===== src/rtl/ekf_step_sequencer_if.sv =====
// Bundle of every signal that crosses the sequencer boundary: the command
// port from the SPI decoder, the job port to the matrix engine and the
// status outputs read by the status register. The master modport is the
// sequencer's view and the slave modport is the view of its surroundings
// (command source, engine and status register together).
interface ekf_step_sequencer_if #(
  parameter int ADDR_W = 7,
  parameter int CNT_W  = 16
);

  // Command side
  logic              cmd_valid;
  logic [7:0]        cmd_code;
  logic              cmd_ready;
  logic              cmd_reject;

  // Matrix engine job side
  logic              eng_start;
  logic [2:0]        eng_op;
  logic [ADDR_W-1:0] eng_addr_a;
  logic [ADDR_W-1:0] eng_addr_b;
  logic [ADDR_W-1:0] eng_addr_d;
  logic              eng_abort;
  logic              eng_done;
  logic              eng_error;

  // Status side
  logic              busy;
  logic              predict_done;
  logic              update_done;
  logic              fault;
  logic [1:0]        fault_code;
  logic [CNT_W-1:0]  step_count;
  logic [3:0]        job_idx;

  modport master (
    input  cmd_valid, cmd_code, eng_done, eng_error,
    output cmd_ready, cmd_reject,
    output eng_start, eng_op, eng_addr_a, eng_addr_b, eng_addr_d, eng_abort,
    output busy, predict_done, update_done, fault, fault_code, step_count, job_idx
  );

  modport slave (
    output cmd_valid, cmd_code, eng_done, eng_error,
    input  cmd_ready, cmd_reject,
    input  eng_start, eng_op, eng_addr_a, eng_addr_b, eng_addr_d, eng_abort,
    input  busy, predict_done, update_done, fault, fault_code, step_count, job_idx
  );

endinterface


===== src/rtl/ekf_step_sequencer.sv =====
// EKF step sequencer: walks a fixed list of matrix-engine jobs for an EKF
// predict (jobs 0-3), update (jobs 4-10) or full step (jobs 0-10), one job at
// a time over a start/done handshake, with a per-job watchdog, a sticky
// fault record and a wrapping count of completed updates.
module ekf_step_sequencer #(
  parameter int ADDR_W      = 7,
  parameter int JOB_TIMEOUT = 800,
  parameter int CNT_W       = 16
) (
  input logic                 clk,
  input logic                 rst,
  ekf_step_sequencer_if.master bus
);

  localparam int DESC_W  = 3 + 3 * ADDR_W;
  localparam int TIMER_W = $clog2(JOB_TIMEOUT + 1);
  localparam logic [TIMER_W-1:0] TIMER_LAST = TIMER_W'(JOB_TIMEOUT - 1);

  // EKF memory map base addresses
  localparam int ADDR_X   = 0;
  localparam int ADDR_P   = 4;
  localparam int ADDR_Q   = 20;
  localparam int ADDR_R   = 36;
  localparam int ADDR_Z   = 40;
  localparam int ADDR_F   = 42;
  localparam int ADDR_H   = 58;
  localparam int ADDR_K   = 66;
  localparam int ADDR_SCR = 82;

  // Engine opcodes
  localparam logic [2:0] OP_MUL    = 3'd0;
  localparam logic [2:0] OP_MUL_BT = 3'd1;
  localparam logic [2:0] OP_ADD    = 3'd2;
  localparam logic [2:0] OP_INV2   = 3'd4;
  localparam logic [2:0] OP_MULV   = 3'd5;
  localparam logic [2:0] OP_XCORR  = 3'd6;
  localparam logic [2:0] OP_PCORR  = 3'd7;

  // Job indices that close the predict and update halves
  localparam logic [3:0] JOB_P0 = 4'd0;
  localparam logic [3:0] JOB_P3 = 4'd3;
  localparam logic [3:0] JOB_U0 = 4'd4;
  localparam logic [3:0] JOB_U6 = 4'd10;

  localparam logic [7:0] CMD_PREDICT = 8'h10;
  localparam logic [7:0] CMD_UPDATE  = 8'h11;
  localparam logic [7:0] CMD_FULL    = 8'h12;
  localparam logic [7:0] CMD_RESET   = 8'hFF;

  localparam logic [1:0] FC_TIMEOUT = 2'b01;
  localparam logic [1:0] FC_ENGINE  = 2'b10;

  typedef enum logic [1:0] {
    IDLE,
    ISSUE,
    WAIT,
    FINISH
  } seqState_t;

  // Packs one job descriptor as {op, a, b, d}
  function automatic logic [DESC_W-1:0] mkDesc(input logic [2:0] op, input int a,
                                               input int b, input int d);
    return {op, ADDR_W'(a), ADDR_W'(b), ADDR_W'(d)};
  endfunction

  // Fixed job table; the scratch area holds F*P, F*P*F^T, P*H^T, S and S^-1
  function automatic logic [DESC_W-1:0] jobDesc(input logic [3:0] idx);
    case (idx)
      4'd0:    return mkDesc(OP_MULV,   ADDR_F,        ADDR_X,        ADDR_X);
      4'd1:    return mkDesc(OP_MUL,    ADDR_F,        ADDR_P,        ADDR_SCR + 4);
      4'd2:    return mkDesc(OP_MUL_BT, ADDR_SCR + 4,  ADDR_F,        ADDR_SCR + 20);
      4'd3:    return mkDesc(OP_ADD,    ADDR_SCR + 20, ADDR_Q,        ADDR_P);
      4'd4:    return mkDesc(OP_MUL_BT, ADDR_P,        ADDR_H,        ADDR_SCR);
      4'd5:    return mkDesc(OP_MUL,    ADDR_H,        ADDR_SCR,      ADDR_SCR + 8);
      4'd6:    return mkDesc(OP_ADD,    ADDR_SCR + 8,  ADDR_R,        ADDR_SCR + 8);
      4'd7:    return mkDesc(OP_INV2,   ADDR_SCR + 8,  ADDR_X,        ADDR_SCR + 12);
      4'd8:    return mkDesc(OP_MUL,    ADDR_SCR,      ADDR_SCR + 12, ADDR_K);
      4'd9:    return mkDesc(OP_XCORR,  ADDR_K,        ADDR_Z,        ADDR_X);
      4'd10:   return mkDesc(OP_PCORR,  ADDR_K,        ADDR_H,        ADDR_P);
      default: return '0;
    endcase
  endfunction

  seqState_t         r_state;
  logic [DESC_W-1:0] r_desc;
  logic [3:0]        r_jobIdx;
  logic [3:0]        r_lastIdx;
  logic [TIMER_W-1:0] r_timer;
  logic              r_start;
  logic              r_abort;
  logic              r_reject;
  logic              r_busy;
  logic              r_predictDone;
  logic              r_updateDone;
  logic              r_fault;
  logic [1:0]        r_faultCode;
  logic [CNT_W-1:0]  r_stepCount;

  logic       w_runCmd;
  logic       w_resetCmd;
  logic [3:0] w_firstIdx;
  logic [3:0] w_nextIdx;

  assign w_runCmd   = bus.cmd_valid && (bus.cmd_code == CMD_PREDICT ||
                                        bus.cmd_code == CMD_UPDATE  ||
                                        bus.cmd_code == CMD_FULL);
  assign w_resetCmd = bus.cmd_valid && (bus.cmd_code == CMD_RESET);
  assign w_firstIdx = (bus.cmd_code == CMD_UPDATE) ? JOB_U0 : JOB_P0;
  assign w_nextIdx  = r_jobIdx + 4'd1;

  // Sequencer FSM: launches jobs, watches done/error/timeout and owns every status output
  always_ff @(posedge clk) begin
    if (rst) begin
      r_state       <= IDLE;
      r_desc        <= '0;
      r_jobIdx      <= '0;
      r_lastIdx     <= '0;
      r_timer       <= '0;
      r_start       <= 1'b0;
      r_abort       <= 1'b0;
      r_reject      <= 1'b0;
      r_busy        <= 1'b0;
      r_predictDone <= 1'b0;
      r_updateDone  <= 1'b0;
      r_fault       <= 1'b0;
      r_faultCode   <= 2'b00;
      r_stepCount   <= '0;
    end else begin
      r_start       <= 1'b0;
      r_abort       <= 1'b0;
      r_reject      <= 1'b0;
      r_predictDone <= 1'b0;
      r_updateDone  <= 1'b0;
      if (w_resetCmd) begin
        r_abort     <= r_busy;
        r_fault     <= 1'b0;
        r_faultCode <= 2'b00;
        r_busy      <= 1'b0;
        r_state     <= IDLE;
      end else begin
        unique case (r_state)
          IDLE, FINISH: begin
            r_state <= IDLE;
            if (w_runCmd) begin
              if (r_fault) begin
                r_reject <= 1'b1;
              end else begin
                r_jobIdx  <= w_firstIdx;
                r_desc    <= jobDesc(w_firstIdx);
                r_lastIdx <= (bus.cmd_code == CMD_PREDICT) ? JOB_P3 : JOB_U6;
                r_start   <= 1'b1;
                r_busy    <= 1'b1;
                r_state   <= ISSUE;
              end
            end
          end
          ISSUE: begin
            if (w_runCmd) r_reject <= 1'b1;
            r_timer <= '0;
            r_state <= WAIT;
          end
          WAIT: begin
            if (w_runCmd) r_reject <= 1'b1;
            if (bus.eng_done) begin
              if (r_jobIdx == JOB_P3) r_predictDone <= 1'b1;
              if (r_jobIdx == JOB_U6) begin
                r_updateDone <= 1'b1;
                r_stepCount  <= r_stepCount + CNT_W'(1);
              end
              if (r_jobIdx == r_lastIdx) begin
                r_busy  <= 1'b0;
                r_state <= FINISH;
              end else begin
                r_jobIdx <= w_nextIdx;
                r_desc   <= jobDesc(w_nextIdx);
                r_start  <= 1'b1;
                r_state  <= ISSUE;
              end
            end else if (bus.eng_error || r_timer == TIMER_LAST) begin
              r_abort <= 1'b1;
              r_fault <= 1'b1;
              if (r_faultCode == 2'b00) r_faultCode <= bus.eng_error ? FC_ENGINE : FC_TIMEOUT;
              r_busy  <= 1'b0;
              r_state <= IDLE;
            end else begin
              r_timer <= r_timer + TIMER_W'(1);
            end
          end
          default: r_state <= IDLE;
        endcase
      end
    end
  end

  assign bus.cmd_ready    = 1'b1;
  assign bus.cmd_reject   = r_reject;
  assign bus.eng_start    = r_start;
  assign bus.eng_op       = r_desc[DESC_W-1 -: 3];
  assign bus.eng_addr_a   = r_desc[3*ADDR_W-1 -: ADDR_W];
  assign bus.eng_addr_b   = r_desc[2*ADDR_W-1 -: ADDR_W];
  assign bus.eng_addr_d   = r_desc[ADDR_W-1:0];
  assign bus.eng_abort    = r_abort;
  assign bus.busy         = r_busy;
  assign bus.predict_done = r_predictDone;
  assign bus.update_done  = r_updateDone;
  assign bus.fault        = r_fault;
  assign bus.fault_code   = r_faultCode;
  assign bus.step_count   = r_stepCount;
  assign bus.job_idx      = r_jobIdx;

endmodule


===== src/flat_wrapper.sv =====
// flat-port wrapper written by rule: the top's interface ports become plain ports
module ekf_step_sequencer_flat 
#(
  parameter int ADDR_W      = 7,
  parameter int JOB_TIMEOUT = 800,
  parameter int CNT_W       = 16
)
  (clk, rst, bus_cmd_valid, bus_cmd_code, bus_eng_done, bus_eng_error, bus_cmd_ready, bus_cmd_reject, bus_eng_start, bus_eng_op, bus_eng_addr_a, bus_eng_addr_b, bus_eng_addr_d, bus_eng_abort, bus_busy, bus_predict_done, bus_update_done, bus_fault, bus_fault_code, bus_step_count, bus_job_idx);
  ekf_step_sequencer_if #(.ADDR_W(ADDR_W), .CNT_W(CNT_W)) bus_i ();
  input logic clk;
  input logic rst;
  input wire logic [$bits(bus_i.cmd_valid)-1:0] bus_cmd_valid;
  input wire logic [$bits(bus_i.cmd_code)-1:0] bus_cmd_code;
  input wire logic [$bits(bus_i.eng_done)-1:0] bus_eng_done;
  input wire logic [$bits(bus_i.eng_error)-1:0] bus_eng_error;
  output wire logic [$bits(bus_i.cmd_ready)-1:0] bus_cmd_ready;
  output wire logic [$bits(bus_i.cmd_reject)-1:0] bus_cmd_reject;
  output wire logic [$bits(bus_i.eng_start)-1:0] bus_eng_start;
  output wire logic [$bits(bus_i.eng_op)-1:0] bus_eng_op;
  output wire logic [$bits(bus_i.eng_addr_a)-1:0] bus_eng_addr_a;
  output wire logic [$bits(bus_i.eng_addr_b)-1:0] bus_eng_addr_b;
  output wire logic [$bits(bus_i.eng_addr_d)-1:0] bus_eng_addr_d;
  output wire logic [$bits(bus_i.eng_abort)-1:0] bus_eng_abort;
  output wire logic [$bits(bus_i.busy)-1:0] bus_busy;
  output wire logic [$bits(bus_i.predict_done)-1:0] bus_predict_done;
  output wire logic [$bits(bus_i.update_done)-1:0] bus_update_done;
  output wire logic [$bits(bus_i.fault)-1:0] bus_fault;
  output wire logic [$bits(bus_i.fault_code)-1:0] bus_fault_code;
  output wire logic [$bits(bus_i.step_count)-1:0] bus_step_count;
  output wire logic [$bits(bus_i.job_idx)-1:0] bus_job_idx;
  assign bus_i.cmd_valid = bus_cmd_valid;
  assign bus_i.cmd_code = bus_cmd_code;
  assign bus_i.eng_done = bus_eng_done;
  assign bus_i.eng_error = bus_eng_error;
  assign bus_cmd_ready = bus_i.cmd_ready;
  assign bus_cmd_reject = bus_i.cmd_reject;
  assign bus_eng_start = bus_i.eng_start;
  assign bus_eng_op = bus_i.eng_op;
  assign bus_eng_addr_a = bus_i.eng_addr_a;
  assign bus_eng_addr_b = bus_i.eng_addr_b;
  assign bus_eng_addr_d = bus_i.eng_addr_d;
  assign bus_eng_abort = bus_i.eng_abort;
  assign bus_busy = bus_i.busy;
  assign bus_predict_done = bus_i.predict_done;
  assign bus_update_done = bus_i.update_done;
  assign bus_fault = bus_i.fault;
  assign bus_fault_code = bus_i.fault_code;
  assign bus_step_count = bus_i.step_count;
  assign bus_job_idx = bus_i.job_idx;
  ekf_step_sequencer #(.ADDR_W(ADDR_W), .JOB_TIMEOUT(JOB_TIMEOUT), .CNT_W(CNT_W)) u_core (.clk(clk), .rst(rst), .bus(bus_i));
endmodule

===== config.mk =====
export PLATFORM = sky130hd
export DESIGN_NAME = ekf_step_sequencer_flat
export DESIGN_NICKNAME = d
export VERILOG_FILES = /design/src/rtl/ekf_step_sequencer_if.sv /design/src/rtl/ekf_step_sequencer.sv /design/src/flat_wrapper.sv
export SDC_FILE = /design/constraint.sdc
export NUM_CORES = 1
export LEC_CHECK = 0
export BUFFER_PORTS_ARGS = -buffer_cell sky130_fd_sc_hd__buf_2
export CAP_MARGIN = 10
export CORE_ASPECT_RATIO = 1.75
export CORE_MARGIN = 3
export CORE_UTILIZATION = 53
export DETAILED_ROUTE_END_ITERATION = 10
export PLACE_DENSITY = 0.77
export SKIP_CTS_REPAIR_TIMING = 1
export SYNTH_ARGS = -nofsm -noshare
export SYNTH_HDL_FRONTEND = slang
export SYNTH_SLANG_ARGS = --single-unit

===== constraint.sdc =====
create_clock -name clk -period 2.5 [get_ports clk]
set_clock_uncertainty 0.2 [all_clocks]
set_input_delay 0.125 -clock clk [delete_from_list [all_inputs] [get_ports clk]]
set_output_delay 0.125 -clock clk [all_outputs]
set_load 0.02 [all_outputs]

# == After elaboration in Yosys (flattened, before gate mapping) ==
# Memories as Yosys holds them, arrays and structs flattened.
# Cells that the tools add are included.
# word_totals
register_bits,69
mem_bits_ro,672
inputBits,13
output_inout_bits,54
elab_cells,105
memories,2
# op_classes
addsub,3
n_eq_ne,19
muxes,43
n_bitwise,4
reduce_logical,20
# memory_table
memory,words,word_bits,read_ports,rd_ports_with_merged_regs,wr,line,text
(no name shown),16,21,1,0,0,ekf_step_sequencer.sv:68,case (idx)
(no name shown),16,21,1,0,0,ekf_step_sequencer.sv:68,
# ops
cell,n
$mux W24,4
$pmux W24 S2,1
$eq A8 B5 Y1 const B,3
$mux W10,2
$mux W4,5
$pmux W10 S2,1
$mux W1,19
$add A16 B1 Y16 const B,1
$reduce_and A4 Y1,4
$add A10 B1 Y10 const B,1
$eq A10 B10 Y1 const B,1
$mux W2,5
$ne A2 B2 Y1 const B,5
$eq A8 B8 Y1 const B,1
$pmux W4 S2,1
$ne A3 B2 Y1 const B,2
$pmux W1 S2,3
$pmux W2 S3,1
$reduce_and A6 Y1,1
$reduce_or A2 Y1,3
$reduce_and A5 Y1,1
$add A4 B1 Y4 const B,1
$eq A2 B2 Y1 const B,2
$eq A4 B2 Y1 const B,1
other kinds (12),20

# == Logic depth before layout (Yosys ltp) ==
# logic_depth
word_depth,6
depth_mapped,9
depth_no_buf,7

# == Least setup slack after synthesis ==
# No wires, ideal clock.
# synth_timing
kind,reg2reg
start,register u_core.r_jobIdx[2] (netlist: u_core.bus.job_idx[2])
end,register u_core.r_desc[20]
setup_time_ns,0.070
t_arrival_ns,2.041
required_time_ns,2.230
path_slack_ns,0.189
stages_incl_launch_ff,10
n_path_buf,2
period_less_slack_ns,2.311
cell_sequence,dfxtp_1 > buf_2 > inv_1 > ha_1 > clkbuf_1 > inv_1 > nor2_1 > nand2_1 > a2111o_1 > a21oi_1
# synth_via
elab_chain_cells,5
elab_cells_between_ends,8
# synth_lines
element,line,text
start: declaration,ekf_step_sequencer.sv:86,logic [3:0] r_jobIdx;
start signal: assignment,ekf_step_sequencer.sv:148,r_jobIdx <= w_firstIdx;
start signal: assignment,ekf_step_sequencer.sv:174,r_jobIdx <= w_nextIdx;
$add A4 B1 Y4,ekf_step_sequencer.sv:109,assign w_nextIdx = r_jobIdx + 4'd1;
$mem_v2 Z16 W21,--,
$mux W24,ekf_step_sequencer.sv:170,if (r_jobIdx == r_lastIdx) begin
$mux W24,ekf_step_sequencer.sv:164,if (bus.eng_done) begin
$pmux W24 S2,ekf_step_sequencer.sv:141,unique case (r_state)
end signal: assignment,ekf_step_sequencer.sv:149,r_desc <= jobDesc(w_firstIdx);
end signal: assignment,ekf_step_sequencer.sv:175,r_desc <= jobDesc(w_nextIdx);
end: declaration,ekf_step_sequencer.sv:85,logic [DESC_W-1:0] r_desc;
# Several ways; a longest one is shown, not always the timed one. The select of a mux whose other input is x is not followed.
# A chain may end at the register's enable or synchronous reset.

# == Final worst setup path ==
# layout_timing
start,register u_core.r_state[0]
end,register u_core.r_stepCount[8] (netlist: u_core.bus.step_count[8])
# layout_via
elab_chain_cells,2
# layout_lines
element,line,text
start: declaration,ekf_step_sequencer.sv:84,seqState_t r_state;
start signal: assignment,ekf_step_sequencer.sv:114,r_state <= IDLE;
start signal: assignment,ekf_step_sequencer.sv:139,r_state <= IDLE;
start signal: assignment,ekf_step_sequencer.sv:143,r_state <= IDLE;
$eq A2 B2 Y1,ekf_step_sequencer.sv:141,
$reduce_and A4 Y1 (no source line),--,
end signal: assignment,ekf_step_sequencer.sv:168,r_stepCount <= r_stepCount + CNT_W'(1);
end: declaration,ekf_step_sequencer.sv:97,logic [CNT_W-1:0] r_stepCount;
# No other way between the ends.

==> parameters.txt <==
Parameter                              Value

Clocking
  Number of sinks on the clock net ... 64
  Root Buffer Master ... sky130_fd_sc_hd__clkbuf_8
  Clock tree from TritonCTS ... built
  Clock input transition at the sequential cells of the worst setup and hold paths ... 70 ps
  Deepest clock path buffer count ... 2
  TritonCTS buffer count ... 9
  H-tree Lvls ... 3
  Clock latency at the later pin of the worst-skew pair ... approximately 360 ps

Drt
  Routed wirelength normalized by instance count ... 17.5 µm
  Routed length on met3 ... 452 µm
  Residual antenna-violating net count after detailed routing ... 0
  Initial drt markers ... about 230
  Detailed Routing Iterations Pass 1 ... 4
  Avg Vias per Cell ... about 6.0
  Top sig layer ... met4
  Overall via count from detail_route ... 3,490
  Met2 wire length ... 5580 µm
  WL final ... 10,100 µm
  DRC Markers ... 0
  Wire length the detailed router placed on met1 ... 3660 µm

Global route
  Antenna violations before repair ... 0
  Maximum number of pins on one net before global-route repair ... 29
  Via count of the first global-routing pass ... 3,499
  GRT Total Usage ... 28.1%
  First-pass GRT wire length ... 16,400 µm
  Grt total ovfl ... 0

Finish
  Non-Filler Instances ... roughly 580
  Share of layout cells above drive strength 1 ... 24.5%
  Layout Area Growth over Synthesis ... 22.3%
  Count of filler cells inserted in the layout ... 525
  Net total in the final layout ... 517
  ANT cells ... 0

Job
  Max-cap check violation count ... 0

Synth
  Top cells by instance count after synthesis ... sky130_fd_sc_hd__dfxtp_1 (64), sky130_fd_sc_hd__nor2_1 (45), sky130_fd_sc_hd__a21oi_1 (40)
  Dominant cells by area after synthesis ... sky130_fd_sc_hd__dfxtp_1 (37%), sky130_fd_sc_hd__a21oi_1 (5.7%), sky130_fd_sc_hd__nor2_1 (4.8%), sky130_fd_sc_hd__ha_1 (3.9%), sky130_fd_sc_hd__xnor2_1 (3.5%)
  Number of library cell types mapped by synthesis ... between 60 and 70
  EDFF count, synth ... 0
  Dominant combinational cell family by area after synthesis ... simple AND/OR/NAND/NOR gates
  Adder-Cell Fraction of Synth Area ... 3.93%
  Leading register cell type out of synthesis ... sky130_fd_sc_hd__dfxtp_1
  Synthesized area per cell ... 8.37 µm²
  Sequential element share of the synthesized area ... 36.5%
  Number of warning messages in the yosys log ... 0
  XOR/XNOR Fraction of Synth Area ... 4.75%
  Synthesized flop and latch total ... 64
  Simple-gate share of the synthesized area ... 23.3%
  Largest area contributor in the synthesized netlist ... sky130_fd_sc_hd__dfxtp_1
  Leading cell type by number of instances after synthesis ... sky130_fd_sc_hd__dfxtp_1
  Share of cell area taken by muxes after synthesis ... 3.18%
  Fraction of post-synthesis cell area in the top cell type by area ... 36.5%
  Gate Count Post-Synth ... roughly 420
  Synth Cell Area ... roughly 3500 µm²
  Compound-gate portion of the synthesized area ... 22.2%
  Share of flip-flops with an asynchronous set or reset after synthesis ... 0%

Setup path
  Crit Path Class ... reg2reg
  WP data required ... 2530 ps
  Largest driver fanout on the critical path ... 9
  Worst setup SP type ... flip-flop
  CP Capture Type ... flip-flop
  Arrival time at the worst endpoint ... 2400 ps

Timing
  Final count of negative-setup-slack endpoints ... 0
  Transition time at the pin with the least slew margin ... 699 ps
  Slew Limit Headroom ... a little over half
  Final clock period utilization by the worst path ... 94.5%
  Final Slew Violations ... 0
  Hold violation count in the final report ... 1
  Setup repair after global routing missed its margin ... no
  Highest attainable clock frequency ... 423 MHz
  Post-layout min period ... 2360 ps
  Worst Hold Margin ... -8.39 ps
  Setup tns final ... 0 ps

Place
  Count of buffers inserted at the top-level ports ... 62
  Hpwl dp ... 7490 µm
  Placer Congestion ... 0.933
  Inst Count DP ... 557

Power
  Combinational fraction of design power ... roughly 3.1%
  Fraction of power consumed by the clock network ... around 52%
  Total power ... 2.29 mW
  Switching power ... 0.464 mW
  Cell area power density ... ~540 nW/µm²
  Maximum vdd drop ... 0.367 mV
  Relative contribution of sequential cells to total power ... 44.5%
  LEAKAGE ... 1.79 nW
  Cell internal pwr ... roughly 1.8 mW
  Switching power as a share of total power ... 20.2%

Outcome
  Violations in the final reports ... hold timing
  Run status ... finished with violations

Floorplanning
  Number of placement rows ... 38
  Core ar. ... 6320 µm²
  Die W ... 67.5 µm
  Full die area ... ~7700 µm²
  I/O pin count ... 67
  Vertical extent of the die ... 114 µm
  Initial standard-cell utilization of the core ... between 50 and 60%

Hold path
  Min-delay worst type ... in2reg
[state kept, by name (all words and copies together) (netlist names)]
name                     count
u_core.bus.predict_done      1
u_core.bus.fault             1
u_core.bus.busy              1
u_core.r_desc               20
u_core.bus.update_done       1
u_core.bus.job_idx           4
u_core.bus.cmd_reject        1
u_core.r_lastIdx             3
u_core.r_timer              10
u_core.bus.step_count       16
u_core.bus.eng_start         1
u_core.bus.eng_abort         1
u_core.bus.fault_code        2
u_core.r_state               2
[metrics by stage]
step | hold slack, ps | cell area [µm²] | setup slack (ps) | util [%]
6_report | -8.39 | 4290 | 136 | 67.8
5_1_grt | 34.6 | 4290 | 0.442 | 67.8
4_1_cts | -106 | 4230 | 92.6 | 66.9
3_5_place_dp | 260 | 3970 | 111 | 62.7
3_3_place_gp | 240 | 3970 | 85.2 | 62.7
2_1_floorplan | 89.1 | 3510 | 189 | -
[routing by layer]
layer	global-route usage, %	vias up
met5	0	-
met4	15.6	0
met3	5.42	38
met2	50.6	117
met1	29.0	1661
li1	-	1674
[cells in the final DEF, fill, tap and decap left out, types with 13 or more instances in the layout]
cell type	Yosys	layout
sky130_fd_sc_hd__a21oi_1	40	40
sky130_fd_sc_hd__buf_2	7	62
sky130_fd_sc_hd__buf_4	5	25
sky130_fd_sc_hd__dfxtp_1	64	63
sky130_fd_sc_hd__inv_1	15	15
sky130_fd_sc_hd__nand2_1	26	26
sky130_fd_sc_hd__nor2_1	45	44
sky130_fd_sc_hd__nor3_1	14	13
sky130_fd_sc_hd__o21ai_0	20	20
sky130_fd_sc_hd__xnor2_1	14	14
[power groups by stage]
stage	clock [mW]	sequential, mW	combinational, mW
global route	1.26	1.02	0.0768
finish	1.20	1.02	0.0713
detailed placement	0	1.04	0.0646
global placement	0	1.04	0.0632
CTS	1.21	1.02	0.0649
floorplan	0	1.05	0.0406
[layout make-up]
type                    count  area, µm²  area share (%)
clock inverters             6        130            3.04
well taps                  80        100            2.34
flip-flops and latches     64       1280            29.9
clock buffers              10        138            3.21
multi-input cells         311       2030            47.4
repair buffers             92        548            12.8
inverters                  15       56.3            1.31
[worst paths after layout]
kind	depth (start not counted)	end	start	slack [ps]
worst max register to register	8	u_core.bus.step_count[8]	u_core.r_state[0]	140
worst max-delay path	8	u_core.bus.step_count[8]	u_core.r_state[0]	140
worst min-delay path	4	u_core.bus.fault	bus_eng_done	-8
worst min register to register	2	u_core.r_desc[13]	u_core.r_desc[13]	270
[logic make-up after synthesis]
| kind of cell | Yosys count |
|---|---|
| compound gates | 118 |
| xor+xnor | 19 |
| fa+ha+maj | 11 |
| buf+inv | 46 |
| flops | 64 |
| mux | 9 |
| other cells | 2 |
| simple gates | 150 |
[worst max-delay path, stage by stage, from the launching register on]
cell	delay (ps)
sky130_fd_sc_hd__dfxtp_1	320
sky130_fd_sc_hd__inv_1	80
sky130_fd_sc_hd__ha_1	280
sky130_fd_sc_hd__buf_4	210
sky130_fd_sc_hd__and3b_1	250
sky130_fd_sc_hd__nand3_1	230
sky130_fd_sc_hd__nor4b_1	440
sky130_fd_sc_hd__xnor2_1	170
sky130_fd_sc_hd__nor2_1	60
Note: power is estimated with default switching activity, not from simulation.
